--- config.mk ---
export PLATFORM = sky130hd
export DESIGN_NAME = scan_collector
export DESIGN_NICKNAME = d
export VERILOG_FILES = /design/src/rtl/scan_collector_pkg.sv /design/src/rtl/scan_collector_serial_deser.sv /design/src/rtl/scan_collector.sv
export SDC_FILE = /design/constraint.sdc
export NUM_CORES = 1
export LEC_CHECK = 0
export ABC_AREA = 1
export BUFFER_PORTS_ARGS = -buffer_cell sky130_fd_sc_hd__buf_4
export CORE_MARGIN = 4
export CORE_UTILIZATION = 43
export DETAILED_ROUTE_END_ITERATION = 16
export GPL_ROUTABILITY_DRIVEN = 0
export PLACE_DENSITY = 0.7
export SYNTH_ARGS = -nofsm -noshare
export SYNTH_HDL_FRONTEND = slang
export SYNTH_SLANG_ARGS = --single-unit
--- constraint.sdc ---
create_clock -name clk -period 1.35 [get_ports clk]
set_clock_uncertainty 0.15 [all_clocks]
set_input_delay 0.135 -clock clk [delete_from_list [all_inputs] [get_ports clk]]
set_output_delay 0.135 -clock clk [all_outputs]
set_load 0.01 [all_outputs]
--- src/rtl/scan_collector_pkg.sv ---
// scan_collector_pkg: status codes, payload size and state encoding shared by the collector.
package scan_collector_pkg;
    localparam logic [7:0] CODE_L50     = 8'd1;
    localparam logic [7:0] CODE_L80     = 8'd2;
    localparam logic [7:0] CODE_L90     = 8'd3;
    localparam logic [7:0] CODE_FULL    = 8'd4;
    localparam logic [7:0] CODE_PAYLOAD = 8'd7;
    localparam int PAYLOAD_BYTES = 128;
    localparam logic [1:0] ST_HDR     = 2'd0;
    localparam logic [1:0] ST_PAYLOAD = 2'd1;
    localparam logic [1:0] ST_DONE    = 2'd2;
endpackage

--- src/rtl/scan_collector_serial_deser.sv ---
// serial_deser: MSB-first 8-bit shifter with bit counter and registered byte-complete strobe.
module serial_deser (
    input  logic       clk,
    input  logic       rst,
    input  logic       clr,
    input  logic       shift_en,
    input  logic       din,
    output logic [7:0] data,
    output logic       byte_done
);
    logic [2:0] cnt;
    always_ff @(posedge clk) begin
        if (rst || clr) begin
            data      <= '0;
            cnt       <= '0;
            byte_done <= 1'b0;
        end else begin
            byte_done <= shift_en && cnt == 3'd7;
            if (shift_en) begin
                data <= {data[6:0], din};
                cnt  <= cnt + 3'd1;
            end
        end
    end
endmodule

--- src/rtl/scan_collector.sv ---
// scan_collector: decodes scanner status codes, gates payload permission and deserializes 128 payload bytes.
module scan_collector
    import scan_collector_pkg::*;
(
    input  logic       clk,
    input  logic       rst,
    input  logic       enable,
    input  logic       permit_allowed,
    input  logic       flush_req,
    input  logic       transfer_data,
    input  logic       transfer_clock,
    output logic       transfer_ready,
    output logic       active,
    output logic       transfer_permit,
    output logic       flush,
    output logic [7:0] byte_out,
    output logic       byte_valid,
    input  logic       byte_accept,
    output logic [2:0] level,
    output logic [7:0] payload_count,
    output logic       done,
    output logic [3:0] err_count
);
    logic [1:0] state;
    logic [7:0] sr;
    logic byte_done, hdr_done, dec7, lvl_code, bad, hs, last, flush_go, permit_n, leave_done;
    assign transfer_ready = active && !(byte_valid && !byte_accept) && state != ST_DONE;
    assign hdr_done   = byte_done && state == ST_HDR;
    assign dec7       = hdr_done && sr == CODE_PAYLOAD;
    assign lvl_code   = hdr_done && sr inside {CODE_L50, CODE_L80, CODE_L90, CODE_FULL};
    assign bad        = hdr_done && !dec7 && !lvl_code;
    assign hs         = byte_valid && byte_accept;
    assign last       = hs && payload_count == 8'(PAYLOAD_BYTES - 1);
    assign flush_go   = flush_req && level == 3'd4 && !transfer_permit && state == ST_HDR && !flush;
    assign permit_n   = state == ST_HDR && !dec7 && permit_allowed && (transfer_permit || level >= 3'd2);
    assign leave_done = state == ST_DONE && !enable;

    serial_deser u_deser (
        .clk      (clk),
        .rst      (rst),
        .clr      (flush_go),
        .shift_en (transfer_clock && transfer_ready),
        .din      (transfer_data),
        .data     (sr),
        .byte_done(byte_done)
    );

    always_ff @(posedge clk) begin
        if (rst) begin
            state           <= ST_HDR;
            active          <= 1'b0;
            transfer_permit <= 1'b0;
            flush           <= 1'b0;
            byte_out        <= '0;
            byte_valid      <= 1'b0;
            level           <= '0;
            payload_count   <= '0;
            done            <= 1'b0;
            err_count       <= '0;
        end else begin
            active          <= enable;
            flush           <= flush_go;
            transfer_permit <= permit_n;
            state <= dec7 ? ST_PAYLOAD : last ? ST_DONE : leave_done ? ST_HDR : state;
            level <= lvl_code ? sr[2:0] : (flush_go || last) ? 3'd0 : level;
            if (bad && err_count != 4'd15) err_count <= err_count + 4'd1;
            // a byte landing in the handshake cycle keeps byte_valid high
            if (byte_done && state == ST_PAYLOAD) begin
                byte_out   <= sr;
                byte_valid <= 1'b1;
            end else if (hs) byte_valid <= 1'b0;
            payload_count <= leave_done ? 8'd0 : hs ? payload_count + 8'd1 : payload_count;
            done <= last ? 1'b1 : leave_done ? 1'b0 : done;
        end
    end
endmodule

==> summary.txt <==
violated checks = setup timing
min-delay worst type = in -> reg
crit share post-route = 103.5%
worst-margin pin slew = 315.8 ps
Synth cell types = 28
TritonCTS clock tree = yes
Req. time, crit path = 1370 ps
Worst Hold Depth = 4
buffer depth of the longest clock path = 2
final worst slack = -47.21 ps
register area = 865.8 um2
Die H = 74.62 um
CTS sink count = 42
DRC viols = 0
ant diodes = 0
critical path fanouts, max = 4
DIE AREA = 0.005567 mm2
initial antenna violation count = 0
minimum clock period = 1397 ps
port bufs = 36
met3 wire len = 271 um
area of the multi-input gates = 0.001121 mm2
Max stage delay cell, worst path = dfxtp_4
via-per-instance ratio = 5.042
WS Path Type = reg -> reg
Post-DP Area = 0.002435 mm2
synthesized flop and latch total = 42
Die X = 74.62 um
RSZ-0062 raised after global routing = true
layout cell share with drive strength beyond 1 = 46.97%
Rel. slew slack = 78.87%
Yosys Warn Count = 0
worst vdd ir = 0.0004680 V
Power Dens Cells = 780.7 mW/mm2
leakage power = 1.314 nW
Max Clk Rate = 0.7157 GHz
Top FF cell, synth = dfxtp_1
wl on met1 = 2128 um
Max Slew Vio Count = 0
number of synthesized flops with an enable pin = 0
nets = 341
area delta synth->final = 50.30%
initial drt markers = 81
Yosys top cell by area = dfxtp_1
final setup vio count = 8
TritonCTS buffer count = 5
via count = 1916
Core Util, Final = 69.20%
sequential area share after synthesis = 44.07%
final hold violations = 0
crit-path cells = ha_4, nand2_2, nor2_2, nand2_2, nor2_4, nor2_4, nand3_2, a21oi_1
initial core utilization = 46.04%
H-tree depth = 2
gr usage total = 17.40%
highest metal used = met4
latest clock arrival within the worst-skew pair = 300 ps
ys async rst share = 0%
Ports = 37
type of destination of the critical path = register
CP arrival = 1420 ps
Cell Rows = 23
outcome = finished with violations
fill count = 336
post-synthesis area per instance = 7.602 um2
top cells by area, synth = dfxtp_1 (44%), nand2_1 (9.6%), nor2_1 (6.9%)
Max Cap Viol = 0
Routed Antenna Nets = 0
max incr delay on CP = 370 ps
Core Area = 0.004144 mm2
Synthesized Nets = 263
Post-DP HPWL = 3361 um
vias in the first global route = 1653
mapped cell area = 0.001908 mm2
first-pass GRT wire length = 7458 um
Root Driver = clkbuf_8
crit start category = register
grt ovf = 0
DRT Pass-1 Iters = 4
largest net degree at the start of global routing = 13
top-count cell post-synth = nand2_1
Final Cell Area = 0.002868 mm2
Routed WL per cell = 12.85 um
Synth Instances = 251
clock transition at the registers of the reported paths = 80 ps
synth cell count leaders = nand2_1 (49), dfxtp_1 (42), nor2_1 (35), inv_1 (23), a21oi_1 (19)
Reg2Reg Depth = 8
Synth top area share = 44.07%
WL met2 = 2424 um
Routed WL = 4882 um
-- path summary, 6_finish.rpt --
path                                                     from                             to  slack [ps]
worst min-delay path                                      rst  payload_count[3]$_SDFFE_PP0P_          60
worst min register to register              done$_SDFFE_PP0P_              done$_SDFFE_PP0P_         330
worst max register to register  payload_count[1]$_SDFFE_PP0P_          level[1]$_SDFFE_PP0P_         -50
worst max-delay path            payload_count[1]$_SDFFE_PP0P_          level[1]$_SDFFE_PP0P_         -50
-- power by group --
group | leakage (nW) | switching, mW | internal, mW
logic | 0.920 | 0.0771 | 0.0705
clock network | 0.0482 | 0.439 | 0.413
registers | 0.346 | 0.00452 | 1.23
-- what timing repair did --
item | in CTS | in global routing
buffers inserted | 2 | 4
pin swaps | 3 | 26
gates resized for setup | 16 | 54
setup endpoints to repair | 18 | 27
endpoints found under the hold margin | 9 | 0
hold buffers | 6 | 0
-- cell families after synthesis --
logic type,share of synthesized area [%]
AND/OR/NAND/NOR,31.02
buffers and inverters,7.277
AO/OA/AOI/OAI,13.64
adder cells (fa/ha/maj),2.623
XOR/XNOR,1.377
flip-flops,44.07
-- metal layers --
metal / track usage, % / up-vias
met5: 0 / -
met4: 5.336 / 0
met3: 4.406 / 7
met2: 28.10 / 51
met1: 22.94 / 896
li1: - / 962
-- final cells by class --
type / count / share of cell area, %
repair buffers: 76 / 21.51
multi-input cells: 176 / 39.09
inverters: 28 / 3.839
clock buffers: 7 / 3.010
clock inverters: 1 / 0.1745
flip-flops and latches: 42 / 30.19
well taps: 50 / 2.182
-- worst max-delay path: cells and delay by family, from the launching register on --
family | cells | cell delay, ps
simple gates | 6 | 570
flops | 1 | 370
fa+ha+maj | 1 | 130
compound gates | 1 | 60
-- registers in the layout, summed over array words and instances, names as in the netlist --
signal and flops:
level 3, transfer_permit 1, u_deser.data 8, byte_out 8
active 1, u_deser.cnt 3, state 2, byte_valid 1
err_count 4, flush 1, done 1, u_deser.byte_done 1
payload_count 8
-- per-stage QoR --
step           hold slack [ps]  power, mW  instances  TNS [ps]  setup slack (ps)
6_report                 61.02      2.239        380    -201.0            -47.21
5_1_grt                  60.31      2.312        380     -1391            -127.6
4_1_cts                  45.39      2.237        376    -44.18            -22.09
3_5_place_dp             224.6      1.384        360    -300.7            -59.69
3_3_place_gp             216.4      1.383        360    -66.11            -39.99
2_1_floorplan            110.4      1.335        251         0             10.88
-- cells in the final DEF (no fill, tap or decap), drive strengths merged --
master and n:
buf 70, nand2 64, dfxtp 42, nor2 38, a21oi 28, inv 27, nand3 13, o21ai 9
clkbuf 7, dlygate4sd3 6, nand4 4, nor3 4, ha 4, xnor2 2, a211oi 2, clkinv 2
nor3b 2, a21boi 1, o21bai 1, or2 1, nand3b 1, xor2 1, o21a 1
Note: power is estimated with default switching activity, not from simulation.
